<file path="src/rtl/serial_arith_pkg.sv">
// Shared definitions for the bit-serial arithmetic blocks.
// Holds the FSM state encoding and the default operand width.
package serial_arith_pkg;

    localparam int unsigned DEFAULT_WIDTH = 4;

    typedef enum logic [1:0] {
        IDLE = 2'd0,
        RUN  = 2'd1,
        DONE = 2'd2
    } state_t;

endpackage

</file>
<file path="src/rtl/full_adder_1bit.sv">
// One-bit full adder used as the per-cycle datapath of the serial adder.
// This is the addition counterpart of the 1-bit full subtractor.
module full_adder_1bit (
    input  logic a,
    input  logic b,
    input  logic cin,
    output logic s,
    output logic cout
);

    logic half_c;

    assign half_c = a ^ b;
    assign s      = half_c ^ cin;
    assign cout   = (a & b) | (half_c & cin);

endmodule

</file>
<file path="src/rtl/serial_adder_4bit.sv">
// Bit-serial adder: adds two WIDTH-bit operands plus carry-in, one bit per clock,
// LSB first, and publishes {cout,sum} with a one-cycle done pulse.
module serial_adder_4bit
    import serial_arith_pkg::*;
#(
    parameter int unsigned WIDTH = DEFAULT_WIDTH
) (
    input  logic             clk,
    input  logic             rst,
    input  logic             start,
    input  logic [WIDTH-1:0] a,
    input  logic [WIDTH-1:0] b,
    input  logic             cin,
    output logic             busy,
    output logic             done,
    output logic [WIDTH-1:0] sum,
    output logic             cout
);

    localparam int unsigned CNT_W = $clog2(WIDTH);

    state_t             state;
    logic [WIDTH-1:0]   a_sr;
    logic [WIDTH-1:0]   b_sr;
    logic [WIDTH-1:0]   res_sr;
    logic               carry;
    logic [CNT_W-1:0]   cnt;

    logic               bit_s_c;
    logic               bit_cout_c;
    logic [WIDTH-1:0]   res_next_c;

    full_adder_1bit u_fa (
        .a    (a_sr[0]),
        .b    (b_sr[0]),
        .cin  (carry),
        .s    (bit_s_c),
        .cout (bit_cout_c)
    );

    // New sum bit enters at the MSB; after WIDTH shifts bit 0 holds the LSB result.
    assign res_next_c = WIDTH'({bit_s_c, res_sr} >> 1);

    // Control FSM and datapath registers.
    always_ff @(posedge clk) begin
        if (rst) begin
            state  <= IDLE;
            a_sr   <= '0;
            b_sr   <= '0;
            res_sr <= '0;
            carry  <= 1'b0;
            cnt    <= '0;
            busy   <= 1'b0;
            done   <= 1'b0;
            sum    <= '0;
            cout   <= 1'b0;
        end else begin
            case (state)
                IDLE: begin
                    if (start) begin
                        a_sr  <= a;
                        b_sr  <= b;
                        carry <= cin;
                        cnt   <= '0;
                        busy  <= 1'b1;
                        state <= RUN;
                    end
                end
                RUN: begin
                    a_sr   <= a_sr >> 1;
                    b_sr   <= b_sr >> 1;
                    res_sr <= res_next_c;
                    carry  <= bit_cout_c;
                    // Counter holds on the last bit so it never wraps inside RUN.
                    if (cnt == CNT_W'(WIDTH - 1)) begin
                        sum   <= res_next_c;
                        cout  <= bit_cout_c;
                        done  <= 1'b1;
                        state <= DONE;
                    end else begin
                        cnt <= cnt + CNT_W'(1);
                    end
                end
                DONE: begin
                    done  <= 1'b0;
                    busy  <= 1'b0;
                    state <= IDLE;
                end
                default: begin
                    done  <= 1'b0;
                    busy  <= 1'b0;
                    state <= IDLE;
                end
            endcase
        end
    end

endmodule

</file>
<file path="config.mk">
export PLATFORM = sky130hd
export DESIGN_NAME = serial_adder_4bit
export DESIGN_NICKNAME = d
export VERILOG_FILES = /design/src/rtl/serial_arith_pkg.sv /design/src/rtl/full_adder_1bit.sv /design/src/rtl/serial_adder_4bit.sv
export SDC_FILE = /design/constraint.sdc
export NUM_CORES = 1
export LEC_CHECK = 0
export CAP_MARGIN = 25
export CORE_AREA = 2 2 50 52
export DETAILED_ROUTE_END_ITERATION = 7
export DIE_AREA = 0 0 52 54
export PLACE_DENSITY = 0.71
export SYNTH_ARGS = -nofsm -noshare
export SYNTH_HDL_FRONTEND = slang
export SYNTH_HIERARCHICAL = 1
export SYNTH_SLANG_ARGS = --single-unit
</file>
<file path="constraint.sdc">
create_clock -name clk -period 1.3 [get_ports clk]
set_input_delay 0.26 -clock clk [delete_from_list [all_inputs] [get_ports clk]]
set_output_delay 0.26 -clock clk [all_outputs]
set_load 0.03 [all_outputs]
</file>
==> results of run 1 <==
==> state kept, by name, indices dropped and copies added, names as in the netlist <==
signal,flops
res_sr,3
cout,1
state,2
b_sr,4
busy,1
sum,4
cnt,2
a_sr,4
done,1
carry,1
==> final cells by class <==
class                           instances  area share [%]
Clock buffer                            3           1.875
Clock inverter                          1          0.4167
Inverter                                2          0.6250
Multi-Input combinational cell         68           38.44
Sequential cell                        23           38.54
Tap cell                               30           3.125
Timing Repair Buffer                   22           16.98
==> Yosys cell counts (all sizes together) <==
library cell and instances:
inv 2, or3 1, buf 3, nor3 2, a211oi 7, clkbuf 2
nand3b 1, dfxtp 23, nand4 2, nor2 12, fa 1, ha 1
a21oi 11, o21bai 1, o21ba 1, and3b 1, nand2b 1, o21ai 4
nand2 11, or3b 1, mux2i 10
==> power by group <==
group	switching [uW]	internal (uW)	total, uW
logic	85.6	103	188
clock network	207	115	322
registers	27.5	741	769
total	320	959	1280
==> routing by layer <==
layer | global-route usage, % | up-vias | routed length, um
met5 | 0 | - | 0
met4 | 6.579 | 0 | 19
met3 | 1.667 | 2 | 61
met2 | 23.42 | 13 | 839
met1 | 18.43 | 350 | 841
li1 | - | 385 | -
==> cell families after synthesis <==
| logic type | synth area share (%) |
|---|---|
| compound gates | 17.21 |
| fa+ha+maj | 3.363 |
| buf+inv | 4.658 |
| flops | 47.61 |
| mux | 10.35 |
| simple gates | 16.82 |
==> how the worst max path moves through the flow <==
stage                                 to  slack (ns)  depth (start not counted)
global placement      carry$_SDFFE_PP0P_       -0.07                          4
detailed placement  b_sr[0]$_SDFFE_PP0P_       -0.13                          4
floorplan            cnt[0]$_SDFFE_PP0P_        0.13                          5
finish                              busy        0.08                          1
CTS                               sum[0]       0.009                          1
global route         cnt[1]$_SDFFE_PP0P_        0.03                          4
==> metrics by stage <==
step                      hold slack, ns  TNS, ns  setup WS, ns  std cells  instance area, um2
after floorplan                   0.3328        0        0.1252         98               967.2
after global placement            0.4419  -0.3909      -0.06523        145                1180
after detailed placement          0.4476  -0.7280       -0.1307        145                1180
after CTS                         0.4662        0      0.009185        149                1209
after global routing              0.4787        0       0.02632        149                1201
final                             0.4620        0       0.07923        149                1201
==> repair_timing <==
action	in CTS	in global routing
resized for setup	7	5
endpoints found under the setup margin	3	6
endpoints found under the hold margin	0	0
==> cells in the final DEF, fill, tap and decap left out, types with 3 or more instances in the layout <==
master / Yosys / final
nor2_2: 3 / 3
nor2_1: 9 / 9
a211oi_1: 4 / 4
clkbuf_4: 0 / 3
dfxtp_1: 23 / 21
buf_4: 1 / 7
o21ai_0: 4 / 3
mux2i_1: 10 / 10
clkdlybuf4s50_1: 0 / 11
nand2_1: 11 / 11
a21oi_1: 11 / 11
a211oi_2: 3 / 3
==> results.py, run 1 <==
metrics = {
    "status": {
        "outcome": "finished, final reports clean",
    },
    "setup_path": {
        "start_kind": "flop",
        "crit_start": "busy$_SDFFE_PP0P_",
        "worstPathCellList": "clkdlybuf4s15_2",
        "worst-path-buf-inv": 1,
        "required_ns": 1.04,
        "path_max_fanout": 2,
        "r2r_end": "cnt[1]$_SDFFE_PP0P_",
        "crit_path_max_incr_delay_ns": 0.36,
        "timing.rr.start": "cnt[0]$_SDFFE_PP0P_",
        "cp.arrival_ns": 0.96,
        "reg2reg_depth": 4,
        "endpoint_kind": "output pin",
        "cp_top_family": "flip-flops",
        "critical-path-slowest-cell": "dfxtp_1",
        "rrSetupSlack_ns": 0.11,
        "worstSetupPathType": "reg2out",
    },
    "logic_synthesis": {
        "yosys.area.top_type": "dfxtp_1",
        "ys_top_cells_by_area": "dfxtp_1, mux2i_1, a21oi_1",
        "ys_seq_elements": 23,
        "syn_avg_cell_area_um2": 9.869,
        "syn_area_um2": 967.2,
        "synth_cells": 98,
        "ys_seq_area_share_pct": 47.61,
        "synth_nets": 112,
        "ys_warn_count": 6,
        "synth_top_area_share_pct": 47.61,
        "ys_types": 24,
    },
    "power_and_ir_drop": {
        "p_leak_uw": 0.0004713,
        "p_per_area_mw_per_mm2": 1065,
        "total_power_uw": 1279,
        "worst_ir_drop_vdd_mv": 0.4866,
    },
    "floorplan": {
        "core_area_mm2": 0.002320,
        "die_w_um": 52,
        "die_h_um": 54,
        "start_util_pct": 41.69,
        "die_area_mm2": 0.002808,
        "io_pins": 19,
        "rows": 18,
    },
    "global_routing": {
        "grt_pass1_vias": 682,
        "grt_usage_pct": 14.15,
        "grt_overflow_total": 0,
        "grt_max_degree": 24,
        "grt_pass1_wl_um": 2960,
        "antenna_found_initial": 0,
    },
    "detailed_routing": {
        "drtIter0Drc": 13,
        "drtAntennaViolNets": 0,
        "wl_per_cell_um": 11.82,
        "drt-total-wl_um": 1761,
        "firstDrtPassIters": 4,
        "drc": 0,
        "vias": 750,
        "viasPerCell": 5.034,
    },
    "placed_design": {
        "gp_congestion": 0.7173,
        "io_buffers": 18,
        "dp_hpwl_um": 1251,
    },
    "min_path": {
        "whs_endpoint": "sum[0]$_SDFFE_PP0P_",
        "hp-class": "reg2reg",
        "hold_path_depth": 2,
        "hp-start": "sum[0]$_SDFFE_PP0P_",
    },
    "finish": {
        "final_util_pct": 51.78,
        "seq_area_um2": 462.9,
        "antennaDiodeCount": 0,
        "drive_gt1_share_pct": 21.85,
        "finalNetCount": 134,
        "multi_input_area_um2": 461.7,
        "area_growth_syn_to_layout_pct": 24.19,
        "fillers": 223,
    },
    "sta": {
        "finalHoldViolCount": 0,
        "finClkSkew_ns": 0.01033,
        "setup_violations": 0,
        "maxSlewHeadroom_pct": 78.95,
        "max_freq_mhz": 819.2,
        "timing.final.crit_period_ns": 1.221,
        "slew_viol_final": 0,
        "fin_crit_sh_pct": 93.91,
        "tightest_slew_ns": 0.3149,
        "rsz0062_at_grt": "false",
    },
    "clocking": {
        "ctsHoldBuffers": 0,
        "path_clk_slew_ns": 0.13,
        "clk_latency_ns": 0.30,
        "clockBufferDepth": 2,
        "clock-sinks": 23,
        "htreeDepth": 1,
        "cts_tree": "done",
        "numCtsBuffers": 3,
        "post_cts_buffers": 0,
        "cts_root_buf": "clkbuf_4",
    },
    "flow_run": {
        "cap_violations": 0,
    },
}
No activity file was read; power rests on OpenSTA's default activity.
==> inputs of run 2 (changes only) <==
- CORE_AREA: 2 2 50 52 -> 2 2 48 50
- CTS_CLUSTER_DIAMETER: unset -> 200
- DIE_AREA: 0 0 52 54 -> 0 0 50 52
- PLACE_DENSITY: 0.71 -> 0.73
- clock period: 1.3 -> 1.2 ns (I/O delays scaled with it)
==> run 2 against run 1 <==
Setup slack lost 0.039 ns. Combinational power is 16% higher. Critical path depth grew 2. Via count is 3.2% higher. Sequential share of layout area is 0.81 points lower. Hold slack improved by 0.0028 ns. Sequential cell count stayed put. Clock power is 6.5% higher. Count of clock-buffer cells in the layout increased by 1. Final cell count grew 0.67%. Largest cell class is now multi-input combinational cells. Highest routed layer unchanged.
==> results.py, run 2 (synthesis results as in run 1) <==
metrics = {
    "clocking": {
        "path_clk_slew_ns": 0.12,
        "clock-sinks": 23,
        "htreeDepth": 1,
        "cts_tree": "done",
        "clockBufferDepth": 2,
        "numCtsBuffers": 3,
        "clk_latency_ns": 0.30,
        "cts_root_buf": "clkbuf_4",
    },
    "flow_run": {
        "cap_violations": 0,
    },
    "min_path": {
        "hp-class": "reg2reg",
    },
    "placed_design": {
        "placed_area_mm2": 0.001185,
        "preCtsSetupSlack_ns": -0.2166,
        "dp_hpwl_um": 1240,
        "io_buffers": 18,
        "gp_congestion": 0.7471,
    },
    "global_routing": {
        "use_met1_pct": 18.48,
        "grt_usage_pct": 14.87,
        "grt_max_degree": 24,
        "grt.busiest_layer": "met2",
        "use_met3_pct": 3.448,
        "grt_pass1_vias": 695,
        "grt_overflow_total": 0,
        "grt_pass1_wl_um": 2932,
        "antenna_found_initial": 0,
        "gr-usage-met2_pct": 24.34,
    },
    "sta": {
        "setup_violations": 0,
        "slew_viol_final": 0,
        "rsz0062_at_grt": "true",
        "max_freq_mhz": 861.9,
        "finClkSkew_ns": 0.002063,
        "finalHoldViolCount": 0,
        "timing.final.crit_period_ns": 1.160,
        "setup_slack_ns": 0.03975,
        "maxSlewHeadroom_pct": 79.00,
        "tightest_slew_ns": 0.3141,
        "fin_crit_sh_pct": 96.69,
    },
    "detailed_routing": {
        "vias": 774,
        "drtAntennaViolNets": 0,
        "viasPerCell": 5.160,
        "drtIter0Drc": 9,
        "drc": 0,
        "wl_per_cell_um": 11.49,
        "firstDrtPassIters": 4,
        "drt-total-wl_um": 1723,
    },
    "power_and_ir_drop": {
        "p_per_area_mw_per_mm2": 1127,
        "p_leak_uw": 0.0004848,
        "total_power_uw": 1391,
        "worst_ir_drop_vdd_mv": 0.5550,
    },
    "floorplan": {
        "die_w_um": 50,
        "start_util_pct": 45.93,
        "die_area_mm2": 0.002600,
        "rows": 17,
        "die_h_um": 52,
        "io_pins": 19,
        "core_area_mm2": 0.002106,
    },
    "setup_path": {
        "worstSetupPathType": "reg2reg",
        "start_kind": "flop",
        "critical-path-slowest-cell": "dfxtp_2",
        "crit_path_max_incr_delay_ns": 0.35,
        "worstPathCellList": "ha_2, or3b_1, a21oi_1",
        "worst-path-buf-inv": 0,
        "endpoint_kind": "flop",
        "required_ns": 1.44,
        "cp_top_family": "flip-flops",
        "path_max_fanout": 3,
        "cp.arrival_ns": 1.40,
    },
    "finish": {
        "reg_top3": "a_sr (4), b_sr (4), sum (4)",
        "drive_gt1_share_pct": 27.05,
        "finalNetCount": 137,
        "final_cell_mix": "dfxtp_1, buf_4, nand2_1, clkdlybuf4s50_1",
        "seq_area_um2": 465.4,
        "final_area_mm2": 0.001234,
        "area_growth_syn_to_layout_pct": 27.55,
        "final_util_pct": 58.59,
        "final_common_cell": "dfxtp_1",
        "multi_input_area_um2": 471.7,
        "fillers": 176,
        "antennaDiodeCount": 0,
    },
    "status": {
        "outcome": "finished, final reports clean",
    },
}
-- run 2: changes by cell type in the layout (fill, tap and decap cells not counted), sizes merged --
cell	previous run	this run
clkinv	1	0
clkdlybuf4s15	1	0
clkbuf	5	4
buf	8	14
-- run 2: area by class of cell --
cell class,instances,area share [%]
Tap cell,28,2.840
Sequential cell,23,37.73
Inverter,2,0.6085
Clock buffer,4,2.130
Multi-Input combinational cell,68,38.24
Timing Repair Buffer,25,18.46
-- run 2: path summary, 6_finish.rpt --
check                                          from                   to  slack, ns  cells past startpoint
worst min register to register  sum[0]$_SDFFE_PP0P_  sum[0]$_SDFFE_PP0P_       0.46                      2
worst min-delay path            sum[0]$_SDFFE_PP0P_  sum[0]$_SDFFE_PP0P_       0.46                      2
worst max-delay path            cnt[0]$_SDFFE_PP0P_  cnt[1]$_SDFFE_PP0P_       0.04                      3
worst max register to register  cnt[0]$_SDFFE_PP0P_  cnt[1]$_SDFFE_PP0P_       0.04                      3
-- run 2: layer usage --
metal	up-vias	share of wire, %
li1	394	-
met1	362	48
met2	14	46
met3	4	4.1
met4	0	1.6
met5	-	0
-- run 2: power breakdown --
group / internal (uW) / total, uW / switching, uW
registers: 803 / 828 / 24.7
logic: 121 / 219 / 98.3
clock network: 129 / 343 / 214
total: 1050 / 1390 / 337
-- run 2: stage by stage --
| stage | std cells | TNS, ns | hold slack, ns |
|---|---|---|---|
| floorplan | 98 | 0 | 0.3128 |
| global placement | 145 | -1.285 | 0.4416 |
| detailed placement | 145 | -1.901 | 0.4507 |
| CTS | 149 | 0 | 0.4674 |
| global route | 150 | -0.04043 | 0.4804 |
| finish | 150 | 0 | 0.4648 |
-- run 2: timing repair --
action	in CTS	in global routing
hold buffers	0	0
setup buffers	0	1
gates resized for setup	0	9
setup endpoints to repair	0	10
-- run 2: worst register-to-register path, cell delays in order, from the launching register on --
cell	delay, ns
dfxtp_2	0.35
ha_2	0.30
or3b_1	0.34
a21oi_1	0.12
